**config.mk**
```make
export PLATFORM = sky130hd
export DESIGN_NAME = xor_stream_descrambler
export DESIGN_NICKNAME = d
export VERILOG_FILES = /design/src/rtl/xor_stream_descrambler.sv
export SDC_FILE = /design/constraint.sdc
export NUM_CORES = 1
export LEC_CHECK = 0
export ABC_AREA = 1
export CELL_PAD_IN_SITES_DETAIL_PLACEMENT = 0
export CELL_PAD_IN_SITES_GLOBAL_PLACEMENT = 1
export CORE_MARGIN = 5
export CORE_UTILIZATION = 31
export CTS_CLUSTER_SIZE = 16
export DETAILED_ROUTE_END_ITERATION = 10
export PLACE_DENSITY_LB_ADDON = 0.1
export SLEW_MARGIN = 0
export SYNTH_ARGS = -nofsm -noshare
export SYNTH_HDL_FRONTEND = slang
export SYNTH_SLANG_ARGS = --single-unit
```
**constraint.sdc**
```tcl
create_clock -name clk -period 1.2 [get_ports clk]
set_clock_uncertainty 0.1 [all_clocks]
set_input_delay 0.12 -clock clk [delete_from_list [all_inputs] [get_ports clk]]
set_output_delay 0.12 -clock clk [all_outputs]
set_load 0.05 [all_outputs]
```
**src/rtl/xor_stream_descrambler.sv**
```systemverilog
// Receive-side XOR byte descrambler. Each accepted byte is XORed with an
// 8-bit Galois-LFSR keystream and presented through one registered output
// stage with valid/ready on both sides. Also counts recovered bytes.
module xor_stream_descrambler #(
   parameter int unsigned       WIDTH = 8,
   parameter logic [WIDTH-1:0]  POLY  = 8'hB8,
   parameter logic [WIDTH-1:0]  SEED  = 8'h01
) (
   input  logic             clk,
   input  logic             reset_n,
   input  logic             seed_load,
   input  logic [WIDTH-1:0] seed_in,
   input  logic             in_valid,
   output logic             in_ready,
   input  logic [WIDTH-1:0] in_data,
   output logic             out_valid,
   input  logic             out_ready,
   output logic [WIDTH-1:0] out_data,
   output logic [15:0]      byte_count
);

   logic [WIDTH-1:0] key_q, key_d;
   logic [WIDTH-1:0] data_q, data_d;
   logic             valid_q, valid_d;
   logic [15:0]      count_q, count_d;
   logic [WIDTH-1:0] key_step;
   logic             accept;

   // Ready only when the output slot is free or draining; reset and seed
   // reload both block new input.
   assign in_ready = reset_n && (!valid_q || out_ready) && !seed_load;
   assign accept   = in_valid && in_ready;

   // One right-shift Galois step; a nonzero key never steps to zero.
   assign key_step = key_q[0] ? ((key_q >> 1) ^ POLY) : (key_q >> 1);

   // Next-state: seed reload beats accept, accept beats drain, else hold.
   always_comb begin
      key_d   = key_q;
      data_d  = data_q;
      valid_d = valid_q;
      count_d = count_q;
      if (seed_load) begin
         key_d   = (seed_in == '0) ? SEED : seed_in;
         count_d = 16'd0;
         valid_d = 1'b0;
      end else if (accept) begin
         data_d  = in_data ^ key_q;
         valid_d = 1'b1;
         key_d   = key_step;
         count_d = count_q + 16'd1;
      end else if (valid_q && out_ready) begin
         valid_d = 1'b0;
      end
   end

   // State registers with asynchronous active-low reset.
   always_ff @(posedge clk or negedge reset_n) begin
      if (!reset_n) begin
         key_q   <= SEED;
         data_q  <= '0;
         valid_q <= 1'b0;
         count_q <= 16'd0;
      end else begin
         key_q   <= key_d;
         data_q  <= data_d;
         valid_q <= valid_d;
         count_q <= count_d;
      end
   end

   assign out_valid  = valid_q;
   assign out_data   = data_q;
   assign byte_count = count_q;

endmodule

```
==> results of run 1 <==
what timing repair did:
| action | 4_1_cts | 5_1_grt |
|---|---|---|
| buffers inserted | 8 | 6 |
| pin swaps | 4 | 7 |
| gates cloned | 0 | 1 |
| hold buffers | 1 | 0 |
| resized for setup | 23 | 13 |
| setup endpoints to repair | 48 | 48 |
| endpoints found under the hold margin | 6 | 0 |
sequential cells by signal, indices dropped and copies added, names as in the netlist:
name	count
byte_count	16
out_data	8
out_valid	1
key_q	8
power by group through the flow:
stage / sequential, mW / clock, mW / combinational [mW]
final: 1.33 / 0.806 / 0.915
after floorplan: 1.54 / 0 / 0.200
after global placement: 1.35 / 0 / 0.900
after global routing: 1.35 / 0.886 / 0.972
after CTS: 1.34 / 0.840 / 0.923
after detailed placement: 1.35 / 0 / 0.903
synthesized netlist by cell type (all sizes together):
| cell | instances | area (um^2) |
|---|---|---|
| nor3 | 3 | 15.0 |
| inv | 17 | 63.8 |
| buf | 3 | 23.8 |
| o211ai | 1 | 7.51 |
| dfrtp | 32 | 801 |
| nor3b | 1 | 12.5 |
| nand4 | 3 | 18.8 |
| nand2 | 56 | 210 |
| a22oi | 5 | 37.5 |
| a21oi | 11 | 55.1 |
| nor2 | 35 | 149 |
| clkbuf | 3 | 11.3 |
| xor2 | 3 | 26.3 |
| xnor2 | 8 | 70.1 |
| ha | 1 | 12.5 |
| nand3 | 12 | 72.6 |
| o21ai | 15 | 75.1 |
| dfstp | 1 | 26.3 |
path summary, 6_finish.rpt:
path                                                   end  slack (ns)  depth (start not counted)
worst max-delay path            byte_count[10]$_DFFE_PN0P_       -0.15                          8
worst min-delay path             byte_count[3]$_DFFE_PN0P_        0.35                          3
worst max register to register  byte_count[10]$_DFFE_PN0P_       -0.15                          8
worst min register to register        key_q[3]$_DFFE_PN0P_        0.44                          2
max in group asynchronous        byte_count[4]$_DFFE_PN0P_        0.13                          3
min in group asynchronous       byte_count[13]$_DFFE_PN0P_        0.51                          3
metrics by stage:
stage | instances | power [mW] | instance area [um^2]
after floorplan | 210 | 1.74 | 1720
after global placement | 357 | 2.25 | 2770
after detailed placement | 357 | 2.26 | 2770
after CTS | 372 | 3.10 | 2980
after global routing | 378 | 3.21 | 3070
final | 378 | 3.05 | 3070
worst max-delay path: cells and delay by family, from the launching register on:
| kind | cells | cell delay, ns |
|---|---|---|
| simple gates | 7 | 0.61 |
| flops | 1 | 0.40 |
| fa+ha+maj | 1 | 0.15 |
kinds of logic after synthesis:
kind of cell,after synthesis,share of synthesized area
flops,33,0.490
fa+ha+maj,1,0.00741
simple gates,110,0.283
xor+xnor,11,0.0571
compound gates,32,0.104
buf+inv,23,0.0586
metal layers:
layer  vias to the layer above  wire (um)
li1                        867          -
met1                       739       2210
met2                        37       2290
met3                         6        224
met4                         0         55
met5                         -          0
area by class of cell:
class	count	area [um^2]
Timing Repair Buffer	96	1150
Clock inverter	1	5.00
Inverter	17	67.6
Clock buffer	6	72.6
Sequential cell	33	838
Tap cell	70	87.6
Multi-Input combinational cell	155	846
Fill cell	462	2140
==> summary.txt, run 1 <==
Worst setup path
  • Top cell by count, worst path: nor2_4
  • Critical path origin: byte_count[1]$_DFFE_PN0P_
  • RR Startpoint: byte_count[1]$_DFFE_PN0P_
  • Max FO, Critical Path: 8
  • CP required: 1.27 ns
  • Worst path max stage delay: 0.40 ns
  • WS Path Type: reg2reg
  • Nature of the critical path endpoint: flip-flop
  • Crit start category: flip-flop
  • Critical path arrival: 1.43 ns
  • Crit-path cells: ha_4 -> nand2_4 -> nor2_4 -> nand2_2 -> nor2_4 -> nand3_1 -> nand2_1 -> nor2_1
  • CP max stage cell: dfrtp_2

Clock network
  • CTS tree: done
  • Cts bufs inserted: 5
  • Clk sink count: 33
  • Clock-pin slew on the worst setup and hold paths: 0.07 ns
  • H-tree Lvls: 2
  • Max clock buf depth: 2
  • Clock latency on the worst-skew pair: 0.28 ns
  • CTS root buf: clkbuf_8

Routing
  • Routed WL per cell: 12.6 um
  • Via/cell ratio: 4.36
  • DRT antenna net count: 0
  • Routed WL: 4780 um
  • Drc violations: 0
  • Initial drt markers: 45
  • DR vias: 1649
  • First-pass DRT Iterations: 4

Global route
  • Met3 Usage GRT: 0.0395
  • Initial antenna violation count: 0
  • Gr ovfl total: 0
  • GRT Max-Usage Layer: met2
  • First-pass GRT wire length: 8070 um
  • M1 GR Usage: 0.183
  • Largest net degree at the start of global routing: 34
  • GR Util met2: 0.231
  • GRT Total Usage: 0.141
  • Number of global-route vias before repair: 1689

STA
  • Fin Setup TNS: -3.25 ns
  • RSZ-0062 raised after global routing: true
  • Fin. max-slew vios: 0
  • Final setup vio count: 36
  • Slew headroom: 0.702
  • Slew @ Worst Pin: 0.448 ns
  • Final WS setup: -0.154 ns
  • Min cycle time layout: 1.35 ns
  • Final Hold Slack: 0.348 ns
  • Max Fclk: 738 MHz
  • Crit share post-route: 1.13
  • Fin. Hold Viols: 0

Cells and area
  • Commonest non-fill, non-tap cell in the layout: nand2_1
  • Final #Nets: 330
  • Layout Utilization: 0.590
  • # diodes: 0
  • Synth-to-layout area growth: 81.8%
  • Layout cells sized above 1: 0.367
  • Most frequent cells in the layout: nand2_1 (51), buf_4 (34), nor2_1 (29), buf_12 (26), dfrtp_1 (23)

Pwr
  • Leakage dissipation: 1.40 nW
  • P per Cell Area: 995 nW/um^2
  • Part of the power in registers: 0.436
  • Pint: 2.07 mW
  • Clk pwr share: 0.264
  • VDD IR max: 0.000675 V
  • Logic gate share of total power: 0.300
  • NetSw: 0.986 mW
  • Switch share: 0.323

Floorplanning
  • I/O pin count: 47
  • Row cnt: 26
  • Starting Density: 0.324
  • Height of the die: 83.8 um
  • Die area: 7020 um^2
  • Die W: 83.8 um
  • Std-Cell Core Area: 5200 um^2

Placement
  • HPWL after DPL: 3400 um
  • Placer Congestion: 0.742
  • Setup Slack @ Placement: -0.483 ns
  • PortBufs: 46

Synthesis
  • Yosys reg bits: 33
  • Distinct cells, synth: 24
  • Syn avg cell area: 8.04 um^2
  • Synth warnings: 0
  • Mapped Cells: 210
  • Post-synthesis cell area: 1690 um^2
  • Sequential area share after synthesis: 0.490
  • Synthesized Nets: 232

Min path
  • Worst hold path class: in2reg
  • HP Start: seed_load

Status
  • Failing checks: setup timing
  • Outcome: finished with violations

Flow run
  • Maxcap violations: 0
Power figures use the tool's default switching activity.
==> run 2: changes to the inputs <==
--- a/config.mk
+++ b/config.mk
@@ -17,3 +17,4 @@
 export SYNTH_ARGS = -nofsm -noshare
 export SYNTH_HDL_FRONTEND = slang
 export SYNTH_SLANG_ARGS = --single-unit
+export TNS_END_PERCENT = 50
==> run 2 against run 1 <==
The flow still finishes with violations (setup timing). Global-route usage rose by 0.17 points. Clock power rose by 34%. Critical path depth fell by 3. Register-to-register slack worse by 0.02 ns. Largest cell class unchanged. Sequential power is essentially flat. Sequential cell count unchanged. Total power rose by 11%. Combinational power up 5.7%.
==> summary.txt, run 2 (synthesized netlist as in run 1, its figures left out) <==
Pwr
  • Clk pwr share: 0.320
  • P per Cell Area: 1070 nW/um^2
  • Leakage dissipation: 1.41 nW
  • NetSw: 1.01 mW
  • Pint: 2.38 mW
  • Logic gate share of total power: 0.285
  • Part of the power in registers: 0.395
  • Switch share: 0.299
  • VDD IR max: 0.000676 V

Routing
  • DR vias: 1666
  • Initial drt markers: 62
  • DRT antenna net count: 0
  • First-pass DRT Iterations: 7
  • Routed WL per cell: 13.0 um
  • Drc violations: 0
  • Routed WL: 4810 um
  • Via/cell ratio: 4.50

STA
  • Final setup vio count: 35
  • Final WS setup: -0.177 ns
  • Crit share post-route: 1.15
  • Fin. Hold Viols: 0
  • Slew @ Worst Pin: 0.438 ns
  • RSZ-0062 raised after global routing: true
  • Slew headroom: 0.708
  • Min cycle time layout: 1.38 ns
  • Max Fclk: 726 MHz
  • Fin. max-slew vios: 0
  • Fin Setup TNS: -3.36 ns

Status
  • Outcome: finished with violations
  • Failing checks: setup timing

Clock network
  • Max clock buf depth: 2
  • H-tree Lvls: 2
  • Clk sink count: 33
  • CTS root buf: clkbuf_8
  • Clock-pin slew on the worst setup and hold paths: 0.07 ns
  • CTS tree: done
  • Cts bufs inserted: 5
  • Clock latency on the worst-skew pair: 0.29 ns

Floorplanning
  • Die W: 83.8 um
  • Height of the die: 83.8 um
  • Std-Cell Core Area: 5200 um^2
  • I/O pin count: 47
  • Row cnt: 26
  • Starting Density: 0.324
  • Die area: 7020 um^2

Min path
  • HP Start: seed_load
  • Hold Path Sink: out_valid$_DFFE_PN0P_
  • Worst hold path class: in2reg
  • WHS Path Cells: 4

Placement
  • PortBufs: 46
  • HPWL after DPL: 3380 um
  • Placed cells: 351
  • Placer Congestion: 0.755

Cells and area
  • Final Non-Filler Cells: 370
  • Layout cells sized above 1: 0.403
  • Final #Nets: 321
  • # diodes: 0
  • Commonest non-fill, non-tap cell in the layout: nand2_1
  • Most frequent cells in the layout: nand2_1 (44), nor2_1 (31), buf_12 (28), dfrtp_1 (20), buf_6 (20)
  • Synth-to-layout area growth: 88.6%
  • Largest register FFs: 16

Global route
  • GR Util met2: 0.254
  • Initial antenna violation count: 0
  • M1 GR Usage: 0.162
  • First-pass GRT wire length: 7980 um
  • GRT Total Usage: 0.143
  • GRT Max-Usage Layer: met2
  • Number of global-route vias before repair: 1656
  • Gr ovfl total: 0
  • Largest net degree at the start of global routing: 34
  • Met3 Usage GRT: 0.0355

Worst setup path
  • RR Endpoint: byte_count[12]$_DFFE_PN0P_
  • WS Path Type: reg2out
  • Max FO, Critical Path: 2
  • CP required: 0.98 ns
  • Nature of the critical path endpoint: output port
  • Critical path arrival: 1.16 ns
  • Crit start category: flip-flop
  • RR Startpoint: byte_count[0]$_DFFE_PN0P_
  • Worst R2R Path Depth: 8
  • R2R setup slack: -0.17 ns

Flow run
  • Maxcap violations: 0
run 2: power groups by stage:
stage	registers, mW	clock network (mW)	logic [mW]
2_1_floorplan	1.54	0	0.198
3_3_place_gp	1.35	0	0.891
5_1_grt	1.35	1.17	1.03
3_5_place_dp	1.35	0	0.893
4_1_cts	1.34	1.12	0.911
6_report	1.34	1.08	0.967
run 2: routing by layer:
metal | share of wire | vias up
met5 | 0 | -
met4 | 0.017 | 0
met3 | 0.042 | 9
met2 | 0.53 | 32
met1 | 0.41 | 771
li1 | - | 854
run 2: worst max-delay path: stages (launching register included):
cell,delay (ns)
dfrtp_2,0.43
nand2_4,0.09
buf_6,0.09
nand2_2,0.04
inv_2,0.08
buf_12,0.13
run 2: layout make-up:
type | instances | area, um^2
well taps | 70 | 87.6
flip-flops and latches | 33 | 842
repair inverters | 1 | 11.3
inverters | 17 | 83.8
repair buffers | 86 | 1130
multi-input cells | 155 | 910
clock buffers | 7 | 86.3
clock inverters | 1 | 30.0
fillers | 466 | 2020
run 2: worst max-delay path by stage:
stage / startpoint / endpoint / slack [ns] / cells after the start
3_5_place_dp: reset_n / byte_count[5]$_DFFE_PN0P_ / -0.47 / 7
4_1_cts: out_valid$_DFFE_PN0P_ / in_ready / -0.19 / 5
3_3_place_gp: reset_n / byte_count[14]$_DFFE_PN0P_ / -0.44 / 8
5_1_grt: byte_count[0]$_DFFE_PN0P_ / byte_count[12]$_DFFE_PN0P_ / -0.26 / 8
6_report: out_valid$_DFFE_PN0P_ / in_ready / -0.18 / 5
2_1_floorplan: byte_count[0]$_DFFE_PN0P_ / byte_count[14]$_DFFE_PN0P_ / -0.32 / 8
run 2: timing repair:
| action | in CTS | in global routing |
|---|---|---|
| setup buffers | 3 | 6 |
| endpoints found under the setup margin | 49 | 49 |
| pin swaps | 5 | 7 |
| hold buffers | 1 | 0 |
| hold endpoints to repair | 32 | 0 |
| cloned | 1 | 1 |
| resized for setup | 35 | 38 |
run 2: metrics by stage:
| step | area, um^2 | hold slack, ns | utilization | setup WS, ns | power (mW) |
|---|---|---|---|---|---|
| after floorplan | 1720 | -0.276 | - | -0.317 | 1.74 |
| after global placement | 2720 | 0.427 | 0.523 | -0.436 | 2.24 |
| after detailed placement | 2720 | 0.434 | 0.523 | -0.471 | 2.25 |
| after CTS | 3000 | 0.347 | 0.575 | -0.192 | 3.37 |
| after global routing | 3180 | 0.267 | 0.612 | -0.262 | 3.55 |
| final | 3180 | 0.218 | 0.612 | -0.177 | 3.39 |
